### config.mk
export PLATFORM = sky130hd
export DESIGN_NAME = irq_ctrl
export DESIGN_NICKNAME = d
export VERILOG_FILES = /design/src/rtl/irq_ctrl_pkg.sv /design/src/rtl/irq_prio_enc.sv /design/src/rtl/irq_ctrl.sv
export SDC_FILE = /design/constraint.sdc
export NUM_CORES = 1
export LEC_CHECK = 0
export CAP_MARGIN = 10
export CORE_MARGIN = 2
export CORE_UTILIZATION = 40
export DETAILED_ROUTE_END_ITERATION = 10
export PLACE_DENSITY = 0.76
export SYNTH_ARGS = -nofsm -noshare
export SYNTH_HDL_FRONTEND = slang
export SYNTH_HIERARCHICAL = 1
export SYNTH_SLANG_ARGS = --single-unit
### constraint.sdc
create_clock -name clk -period 2 [get_ports clk]
set_clock_uncertainty 0.05 [all_clocks]
set_input_delay 0.6 -clock clk [delete_from_list [all_inputs] [get_ports clk]]
set_output_delay 0.6 -clock clk [all_outputs]
set_load 0.005 [all_outputs]
### src/rtl/irq_ctrl_pkg.sv
// Shared types and constants for the interrupt controller: FSM state encoding,
// bridge register word addresses and the default source count.
package irq_ctrl_pkg;

    localparam int unsigned NUM_SRC = 6;
    localparam int unsigned ID_W    = 3;

    typedef enum logic [1:0] {
        IDLE    = 2'd0,
        ASSERT  = 2'd1,
        SERVICE = 2'd2
    } state_e;

    localparam logic [1:0] ADDR_MASK   = 2'd0;
    localparam logic [1:0] ADDR_PEND   = 2'd1;
    localparam logic [1:0] ADDR_STATUS = 2'd2;
    localparam logic [1:0] ADDR_CTRL   = 2'd3;

    localparam int unsigned CTRL_MODE_LSB = 8;

endpackage

### src/rtl/irq_prio_enc.sv
// Fixed-priority encoder: reports the lowest set request index and whether
// any request is set at all.
module irq_prio_enc #(
    parameter int unsigned WIDTH = irq_ctrl_pkg::NUM_SRC
) (
    input  logic [WIDTH-1:0]              req,
    output logic                          valid,
    output logic [irq_ctrl_pkg::ID_W-1:0] id
);
    import irq_ctrl_pkg::*;

    // Scan from the top down so the lowest set index is the last one written.
    always_comb begin
        valid = 1'b0;
        id    = '0;
        for (int i = int'(WIDTH) - 1; i >= 0; i--) begin
            if (req[i]) begin
                valid = 1'b1;
                id    = ID_W'(i);
            end
        end
    end

endmodule

### src/rtl/irq_ctrl.sv
// Interrupt controller: edge/level capture into PEND, MASK/CTRL registers and a
// three-state handshake FSM presenting one source at a time to the CPU.
module irq_ctrl #(
    parameter int unsigned NUM_SRC = irq_ctrl_pkg::NUM_SRC
) (
    input  logic               clk,
    input  logic               reset,
    input  logic [NUM_SRC-1:0] irq_in,
    input  logic [1:0]         addr,
    input  logic               we,
    input  logic [31:0]        wd,
    output logic [31:0]        rd,
    input  logic               int_ack,
    input  logic               int_done,
    output logic [NUM_SRC-1:0] hwint
);
    import irq_ctrl_pkg::*;

    state_e             state_q, state_d;
    logic [ID_W-1:0]    cur_id_q, cur_id_d;
    logic [NUM_SRC-1:0] irq_q, irq_qd;
    logic [NUM_SRC-1:0] mask_q, pend_q, pend_d, mode_q;
    logic               en_q;

    logic [NUM_SRC-1:0] rise, pend_set, pend_wclr, ack_clr, cur_oh;
    logic               cur_live, cur_valid;
    logic               enc_valid;
    logic [ID_W-1:0]    enc_id;
    logic               unused_wd;

    assign unused_wd = ^wd;

    irq_prio_enc #(
        .WIDTH (NUM_SRC)
    ) u_prio_enc (
        .req   (pend_q & mask_q),
        .valid (enc_valid),
        .id    (enc_id)
    );

    assign rise      = irq_q & ~irq_qd;
    assign pend_set  = (rise & mode_q) | (irq_q & ~mode_q);
    assign pend_wclr = (we && addr == ADDR_PEND) ? wd[NUM_SRC-1:0] : '0;
    assign cur_oh    = {{(NUM_SRC-1){1'b0}}, 1'b1} << cur_id_q;
    assign cur_live  = en_q && |(pend_q & mask_q & cur_oh);
    assign cur_valid = (state_q != IDLE);
    assign hwint     = (state_q == ASSERT) ? cur_oh : '0;

    always_comb begin
        state_d  = state_q;
        cur_id_d = cur_id_q;
        ack_clr  = '0;
        unique case (state_q)
            IDLE: begin
                if (en_q && enc_valid) begin
                    state_d  = ASSERT;
                    cur_id_d = enc_id;
                end
            end
            ASSERT: begin
                // Acknowledge takes priority over any withdraw condition.
                if (int_ack) begin
                    state_d = SERVICE;
                    ack_clr = cur_oh & mode_q;
                end else if (!cur_live) begin
                    state_d = IDLE;
                end
            end
            SERVICE: begin
                if (int_done) begin
                    state_d = IDLE;
                end
            end
            default: state_d = IDLE;
        endcase
        // New set events win over same-cycle clears.
        pend_d = (pend_q & ~(pend_wclr | ack_clr)) | pend_set;
    end

    always_ff @(posedge clk or negedge reset) begin
        if (!reset) begin
            state_q  <= IDLE;
            cur_id_q <= '0;
            irq_q    <= '0;
            irq_qd   <= '0;
            mask_q   <= '0;
            pend_q   <= '0;
            mode_q   <= '0;
            en_q     <= 1'b0;
        end else begin
            state_q  <= state_d;
            cur_id_q <= cur_id_d;
            irq_q    <= irq_in;
            irq_qd   <= irq_q;
            pend_q   <= pend_d;
            if (we && addr == ADDR_MASK) begin
                mask_q <= wd[NUM_SRC-1:0];
            end
            if (we && addr == ADDR_CTRL) begin
                en_q   <= wd[0];
                mode_q <= wd[CTRL_MODE_LSB +: NUM_SRC];
            end
        end
    end

    always_comb begin
        rd = '0;
        unique case (addr)
            ADDR_MASK: rd[NUM_SRC-1:0] = mask_q;
            ADDR_PEND: rd[NUM_SRC-1:0] = pend_q;
            ADDR_STATUS: begin
                rd[9:8]      = state_q;
                rd[4]        = cur_valid;
                rd[ID_W-1:0] = cur_id_q;
            end
            ADDR_CTRL: begin
                rd[0]                        = en_q;
                rd[CTRL_MODE_LSB +: NUM_SRC] = mode_q;
            end
        endcase
    end

endmodule
==> results of run 1 <==
final timing paths:
path	endpoint	cells past startpoint	start	slack, ns
worst max-delay path	hwint[4]	4	cur_id_q[0]	-0.09
worst min-delay path	irq_qd[5]	0	irq_q[5]	0.35
worst max register to register	state_q[0]	8	pend_q[1]	0.19
worst min register to register	irq_qd[5]	0	irq_q[5]	0.35
max in group asynchronous	mask_q[3]	2	reset	1.08
min in group asynchronous	irq_qd[5]	2	reset	0.62
layout by cell type, fill, tap and decap left out, types with 2 or more instances in the layout:
cell type	instances
o221ai_1	6
dfrtp_1	35
clkdlybuf4s15_1	4
and2_1	4
nor2_1	16
mux2i_1	7
buf_6	9
o21ai_1	3
clkbuf_8	5
nor2b_1	4
conb_1	20
inv_1	9
o21ai_0	4
nand2b_4	2
clkdlybuf4s50_1	22
buf_4	39
nor4_2	2
nand2_1	9
buf_2	14
a21boi_0	5
nor3_4	2
nand3b_1	3
and3_1	4
mux2_2	16
layout make-up:
cell class / count / area (µm²) / share of cell area [%]
Sequential cell: 36 / 902 / 31.8
Inverter: 9 / 33.8 / 1.19
Clock buffer: 5 / 68.8 / 2.43
Clock inverter: 3 / 42.5 / 1.50
Multi-Input combinational cell: 129 / 931 / 32.8
Timing Repair Buffer: 92 / 776 / 27.3
Tap cell: 67 / 83.8 / 2.95
through the flow:
stage / hold WS, ns / power [mW] / area [µm²] / util, %
CTS: 0.359 / 2.59 / 2800 / 59.4
global placement: 0.336 / 1.79 / 2570 / 54.5
global route: 0.373 / 2.78 / 2840 / 60.1
finish: 0.355 / 2.64 / 2840 / 60.1
floorplan: 0.254 / 1.41 / 2020 / -
detailed placement: 0.343 / 1.81 / 2570 / 54.5
layer usage:
metal	track usage (%)	part of all wire, %	up-vias
li1	-	-	780
met1	24.7	42	833
met2	32.7	50	64
met3	4.53	5.1	10
met4	7.47	2.5	0
met5	0	0	-
report_power, final:
group | total, mW | leakage (nW) | switching (mW) | internal, mW
clock network | 0.642 | 0.0541 | 0.273 | 0.369
registers | 0.923 | 0.412 | 0.0849 | 0.838
logic | 1.08 | 0.859 | 0.462 | 0.615
total | 2.64 | 1.33 | 0.821 | 1.82
worst max-delay path, delay by kind of cell (launching register included):
family	cells	cell delay (ns)
AND/OR/NAND/NOR	2	0.47
flip-flops	1	0.41
buffers and inverters	2	0.27
Yosys cell counts, types with 2 or more instances:
cell type  instances
buf_4             20
dfrtp_1           36
nand2b_1           3
o21ai_0            8
o221ai_1           6
and3_1             4
buf_6              2
nor3_1             2
inv_1              9
nand3b_1           3
a21boi_0           5
nor2b_1            5
nand2_1            9
mux2i_1            7
nor4_1             2
nor2_1            17
mux2_2            16
buf_2              3
and2_1             4
what timing repair did:
item                                    in CTS  in global routing
gates resized for setup                     90                 10
pin swaps                                    6                  6
cloned                                       1                  0
buffers inserted                            16                  3
endpoints found under the setup margin      22                 11
state kept, by name, summed over array words and instances (netlist names):
signal and cells:
irq_q 6, cur_id_q 3, mask_q 6, state_q 2, en_q 1, mode_q 6, irq_qd 6, pend_q 6
cells by family after synthesis:
| family | Yosys count | synth area share, % |
|---|---|---|
| compound gates | 25 | 9.23 |
| buf+inv | 36 | 12.2 |
| flops | 36 | 46.2 |
| mux | 24 | 14.2 |
| other cells | 1 | 0.192 |
| simple gates | 60 | 18.0 |
==> run summary, run 1 <==
Initial antenna violation count - 0
Die ar. - 0.00545 mm²
Top-level port count - 83
Port Buffer Count - 42
Initial core utilization - 41.3%
Worst slack at placement - -0.888 ns
Clock Latency Late Sink - 0.29 ns
Post-DP HPWL - 3590 µm
Fillcell total - 381
Vias - 1,687
Net count, final - 318
Area of the core - 0.00472 mm²
Startpoint Class - register
Pwr per Cell Area - 931 mW/mm²
Root Driver - clkbuf_8
Remaining global-route overflow - 0
Ordered list of cells on the worst path - buf_4 -> or3b_4 -> nor2_4 -> buf_2
# setup viols final - 4
RSZ-0062 raised after global routing - yes
Fin cells - 341
1st-iter DRT viols - 76
Seq/Total Area, Yosys - 46.2%
Hold Vio Cnt, Final - 0
Wire per inst - 14.7 µm
Netlist cell types - 40
Largest net degree at the start of global routing - 37
WL final - 5030 µm
DRC viols - 0
Maxcap violations - 0
Setup CP Type - register to output pin
Ys Warns - 6
Via density - 4.95
First-pass GRT wire length - 7940 µm
Layout area overhead - 45.4%
Die height - 73.9 µm
Largest cells by area after synthesis - dfrtp_1, mux2_2, buf_4
Slowest CP cell - dfrtp_2
Slew Limit Fails - 0
Worst vdd ir - 0.431 mV
Dpl cells - 315
Gr usage total - 19.7%
Drt pass-1 iters - 4
Share of layout cells above drive strength 1 - 38.0%
Status - finished with violations
Vias in the first global route - 1,657
Clock buffer count from CTS - 5
Die Span X - 73.9 µm
Hold-fix buffers at CTS - 0
Routability cong. - 0.881
Ys async rst share - 100%
Area of the mapped netlist - 0.00195 mm²
Hold crit path type - register to register
Final worst setup slack - -0.0910 ns
Period utilization - 105%
Antenna cells - 0
Leakage Power - 1.33 nW
Setup tns final - -0.205 ns
# rows - 25
Post-synth top flop - dfrtp_1
CTS H-Tree Depth - 2
CP required - 1.35 ns
Max stage delay on crit path - 0.41 ns
Clk slew on worst S/H paths - 0.08 ns
EDFF count, synth - 0
CP Capture Type - output pin
Syn avg cell area - 10.7 µm²
Top-area cell type share of the netlist area - 46.2%
Crit Path Max Fanout - 3
F_max - 478 MHz
CTS tree - yes
Violated checks - setup timing
Gate Count Post-Synth - 182
Yosys top cell by area - dfrtp_1
Routed Antenna Nets - 0
Maximum buffer depth of the clock tree - 2
CP arrival - 1.44 ns
Synth Register Bits - 36
Period minus WS final - 2.09 ns
CTS sink cnt - 36
(Power assumes the default switching activity.)
==> inputs of run 2 (changes only) <==
--- a/config.mk
+++ b/config.mk
@@ -9,7 +9,8 @@
 export CORE_MARGIN = 2
 export CORE_UTILIZATION = 40
 export DETAILED_ROUTE_END_ITERATION = 10
-export PLACE_DENSITY = 0.76
+export MAX_ROUTING_LAYER = met4
+export PLACE_DENSITY = 0.74
 export SYNTH_ARGS = -nofsm -noshare
 export SYNTH_HDL_FRONTEND = slang
 export SYNTH_HIERARCHICAL = 1
==> run summary, run 2 (synthesis results as in run 1) <==
Status - finished with violations
Violated checks - setup timing
Slew Limit Fails - 0 (unchanged)
# setup viols final - 3 (-1)
DRC viols - 0 (unchanged)
Via density - 4.82 (-2.6%)
Maximum buffer depth of the clock tree - 2 (unchanged)
Share of layout cells above drive strength 1 - 39.2% (+1.2 points)
Drt pass-1 iters - 4 (unchanged)
RSZ-0062 raised after global routing - yes
Area of the core - 0.00472 mm² (unchanged)
CTS tree - yes
Slowest CP cell - dfrtp_2
Hold Vio Cnt, Final - 0 (unchanged)
CP required - 1.35 ns (about the same)
Most frequent cells in the layout - buf_4, dfrtp_1, clkdlybuf4s50_1, conb_1
Ordered list of cells on the worst path - buf_6 -> or3b_4 -> nor2_4 -> buf_2
Vias in the first global route - 1,652 (-0.30%)
Routed Antenna Nets - 0 (unchanged)
Period utilization - 105% (about the same)
Root Driver - clkbuf_8
Worst vdd ir - 0.493 mV (+14%)
Setup CP Type - register to output pin
Gr usage total - 20.2% (+0.53 points)
Period minus WS final - 2.09 ns (+0.000228 ns)
# rows - 25 (unchanged)
Largest net degree at the start of global routing - 37 (unchanged)
Worst Setup SP - cur_id_q[1]
CP Capture Type - output pin
Maxcap violations - 0 (unchanged)
Layout area overhead - 43.6%
Initial antenna violation count - 0 (unchanged)
Clock buffer count from CTS - 5 (unchanged)
Final worst setup slack - -0.0912 ns (-0.000228 ns)
Worst hold slack - 0.346 ns (-0.00841 ns)
Top-level port count - 83 (unchanged)
Clk slew on worst S/H paths - 0.07 ns (about the same)
CTS sink cnt - 36 (unchanged)
R2r startpoint - mask_q[1]
Most common cell after layout, fill and taps aside - buf_4
Worst r2r dst - state_q[0]
Wire per inst - 14.7 µm (-0.31%)
Routability cong. - 0.921 (+4.5%)
F_max - 478 MHz (about the same)
Port Buffer Count - 42 (unchanged)
Die ar. - 0.00545 mm² (unchanged)
Post-DP HPWL - 3390 µm (-5.6%)
Net count, final - 313 (-1.6%)
Pwr per Cell Area - 896 mW/mm² (-3.8%)
Final Power - 2.51 mW (-5.0%)
Die height - 73.9 µm (unchanged)
Hold crit path type - register to register
Vias - 1,614 (-4.3%)
Clock Latency Late Sink - 0.29 ns (about the same)
Reg2Reg Setup Slack - 0.17 ns (-0.02 ns)
Max stage delay on crit path - 0.43 ns (+0.02 ns)
CP arrival - 1.44 ns (about the same)
Startpoint Class - register
R2R depth - 8 (unchanged)
Remaining global-route overflow - 0 (unchanged)
WL final - 4920 µm (-2.1%)
First-pass GRT wire length - 7850 µm (-1.2%)
Antenna cells - 0 (unchanged)
Leakage Power - 1.30 nW (-1.6%)
Die Span X - 73.9 µm (unchanged)
Crit Path Max Fanout - 3 (unchanged)
CTS H-Tree Depth - 2 (unchanged)
1st-iter DRT viols - 79 (+3.9%)
Initial core utilization - 41.3% (unchanged)
Worst setup path end - hwint[4]
Worst slack at placement - -0.871 ns (+0.0168 ns)
[run 2: how the worst min path moves through the flow]
stage,from,to,slack [ns],depth (start not counted)
after floorplan,reset,cur_id_q[0],0.25,0
after global placement,irq_q[3],irq_qd[3],0.34,0
after detailed placement,irq_q[5],irq_qd[5],0.34,0
after CTS,irq_q[1],irq_qd[1],0.35,0
after global routing,irq_q[5],irq_qd[5],0.37,0
final,irq_q[1],irq_qd[1],0.35,0
[run 2: per-layer routing]
layer | wire (µm) | global-route usage, %
met5 | 0 | -
met4 | 85 | 7.68
met3 | 226 | 3.98
met2 | 2460 | 32.0
met1 | 2160 | 25.5
[run 2: cell type report]
cell class | instances | area (µm²)
Inverter | 9 | 33.8
Sequential cell | 36 | 903
Clock buffer | 7 | 96.3
Fill cell | 396 | 1920
Tap cell | 67 | 83.8
Timing Repair Buffer | 87 | 723
Multi-Input combinational cell | 129 | 962
[run 2: what timing repair did]
| item | CTS | global route |
|---|---|---|
| endpoints found under the setup margin | 24 | 13 |
| buffers inserted | 12 | 1 |
| resized for setup | 82 | 17 |
| gates cloned | 1 | 0 |
| pin swaps | 7 | 6 |
| hold buffers | 0 | 0 |
[run 2: critical path, delay by kind of cell (launching register included)]
family / cells / cell delay, ns
buffers and inverters: 2 / 0.24
DFF: 1 / 0.43
and+or+nand+nor: 2 / 0.48
[run 2: metrics by stage]
step | util, % | instance area (µm²) | cells | setup TNS (ns)
finish | 59.3 | 2800 | 335 | -0.199
global route | 59.3 | 2800 | 335 | -0.379
CTS | 59.1 | 2790 | 334 | -0.405
detailed placement | 54.4 | 2570 | 314 | -14.28
global placement | 54.4 | 2570 | 314 | -13.88
floorplan | - | 2020 | 201 | 0
[run 2: power breakdown]
part           switching, mW  internal [mW]
logic                  0.450          0.574
registers             0.0940          0.841
clock network          0.246          0.307
total                  0.789           1.72
==> inputs of run 3 (changes only) <==
--- a/config.mk
+++ b/config.mk
@@ -10,8 +10,9 @@
 export CORE_UTILIZATION = 40
 export DETAILED_ROUTE_END_ITERATION = 10
 export MAX_ROUTING_LAYER = met4
-export PLACE_DENSITY = 0.74
+export PLACE_DENSITY = 0.88
 export SYNTH_ARGS = -nofsm -noshare
 export SYNTH_HDL_FRONTEND = slang
 export SYNTH_HIERARCHICAL = 1
 export SYNTH_SLANG_ARGS = --single-unit
+export TNS_END_PERCENT = 10
==> run summary, run 3 (synthesis results as in run 1) <==
Status - finished with violations
Violated checks - setup timing
Leakage Power - 1.31 nW (+0.19%)
Gr usage total - 21.3% (+1.1 points)
Most frequent cells in the layout - buf_4, dfrtp_1, clkdlybuf4s50_1, conb_1, mux2_2
CP Capture Type - output pin
Clock Latency Late Sink - 0.30 ns (about the same)
CP arrival - 1.49 ns (+0.05 ns)
Crit Path Max Fanout - 4 (+1)
Root Driver - clkbuf_8
Max stage delay on crit path - 0.48 ns (+0.05 ns)
# setup viols final - 6 (+3)
Layout Utilization - 59.1% (-0.24 points)
Routability cong. - 0.871 (-5.4%)
F_max - 468 MHz (-2.2%)
Most common cell after layout, fill and taps aside - buf_4
Final non-filler cell area - 0.00279 mm² (-0.40%)
Wire per inst - 15.7 µm (+7.1%)
Worst vdd ir - 0.614 mV (+25%)
Hold crit path type - register to register
Initial core utilization - 41.3% (unchanged)
Drt pass-1 iters - 4 (unchanged)
# rows - 25 (unchanged)
Net count, final - 314 (+0.32%)
Post-DP HPWL - 3490 µm (+2.9%)
CP Buf/Inv Count - 2 (unchanged)
Setup tns final - -0.502 ns (-0.303 ns)
Top delay family on crit path - multiplexers
Maximum buffer depth of the clock tree - 2 (unchanged)
Die height - 73.9 µm (unchanged)
WL final - 5310 µm (+7.8%)
Worst hold slack - 0.353 ns (+0.00632 ns)
Via density - 5.05 (+4.9%)
Setup CP Type - register to output pin
Top-level port count - 83 (unchanged)
Period utilization - 107% (+2.4 points)
Hold Vio Cnt, Final - 0 (unchanged)
RSZ-0062 raised after global routing - yes
Slew Limit Fails - 0 (unchanged)
Maxcap violations - 0 (unchanged)
Fillcell total - 375 (-5.3%)
Ordered list of cells on the worst path - buf_6 -> mux4_2 -> clkbuf_2
Clk slew on worst S/H paths - 0.08 ns (about the same)
CP required - 1.35 ns (about the same)
Initial antenna violation count - 0 (unchanged)
CTS sink cnt - 36 (unchanged)
Clock buffer count from CTS - 5 (unchanged)
Startpoint Class - register
Routed Antenna Nets - 0 (unchanged)
Slowest CP cell - mux4_2
Hold-fix buffers at CTS - 0 (unchanged)
CTS tree - yes
Period minus WS final - 2.14 ns (+0.0478 ns)
Final worst setup slack - -0.139 ns (-0.0478 ns)
Antenna cells - 0 (unchanged)
Port Buffer Count - 42 (unchanged)
Largest net degree at the start of global routing - 37 (unchanged)
1st-iter DRT viols - 115 (+46%)
Share of layout cells above drive strength 1 - 38.1% (-1.0 points)
Remaining global-route overflow - 0 (unchanged)
DRC viols - 0 (unchanged)
Layout area overhead - 43.0%
Area post-placement - 0.00255 mm² (-0.49%)
Pwr per Cell Area - 957 mW/mm² (+6.8%)
Die ar. - 0.00545 mm² (unchanged)
Vias in the first global route - 1,675 (+1.4%)
Final Power - 2.67 mW (+6.4%)
CTS H-Tree Depth - 2 (unchanged)
Vias - 1,703 (+5.5%)
First-pass GRT wire length - 8280 µm (+5.5%)
Die Span X - 73.9 µm (unchanged)
Area of the core - 0.00472 mm² (unchanged)
==> run 3: stage by stage <==
stage / worst slack, ns / std cells
5_1_grt: -0.157 / 337
2_1_floorplan: 0.0344 / 201
4_1_cts: -0.222 / 334
6_report: -0.139 / 337
3_3_place_gp: -0.858 / 314
3_5_place_dp: -0.861 / 314
==> run 3: final cells by class <==
type                    instances  area, µm²  area share (%)
multi-input cells             129        937            33.6
flip-flops and latches         36        903            32.4
well taps                      67       83.8            3.00
clock buffers                   5       68.8            2.47
inverters                       9       33.8            1.21
clock inverters                 3       46.3            1.66
repair buffers                 88        718            25.7
==> run 3: worst paths after layout <==
path                        startpoint           to  slack [ns]  cells after the start
min in group asynchronous        reset         en_q        0.67                      2
max reg2reg                  mask_q[0]   state_q[0]        0.09                      8
min reg2reg                   irq_q[0]    irq_qd[0]        0.35                      0
max in group asynchronous        reset  cur_id_q[0]        0.89                      2
min                           irq_q[0]    irq_qd[0]        0.35                      0
max                        cur_id_q[0]        rd[0]       -0.14                      3
==> run 3: timing repair <==
| action | 4_1_cts | 5_1_grt |
|---|---|---|
| gates cloned | 1 | 0 |
| resized for setup | 65 | 23 |
| setup buffers | 11 | 3 |
| endpoints found under the setup margin | 21 | 15 |
| pin swaps | 0 | 6 |
==> run 3: report_power, final <==
group	internal [mW]	switching (mW)	total (mW)
logic	0.596	0.473	1.07
clock network	0.375	0.287	0.662
registers	0.839	0.100	0.940
total	1.81	0.860	2.67
==> run 3: metal layers <==
metal	up-vias	GRT usage, %	wire length, µm	share of wire (%)
met5	-	-	0	0
li1	770	-	-	-
met4	0	8.08	138	2.6
met2	73	34.7	2790	53
met3	14	4.53	336	6.3
met1	846	25.7	2040	38
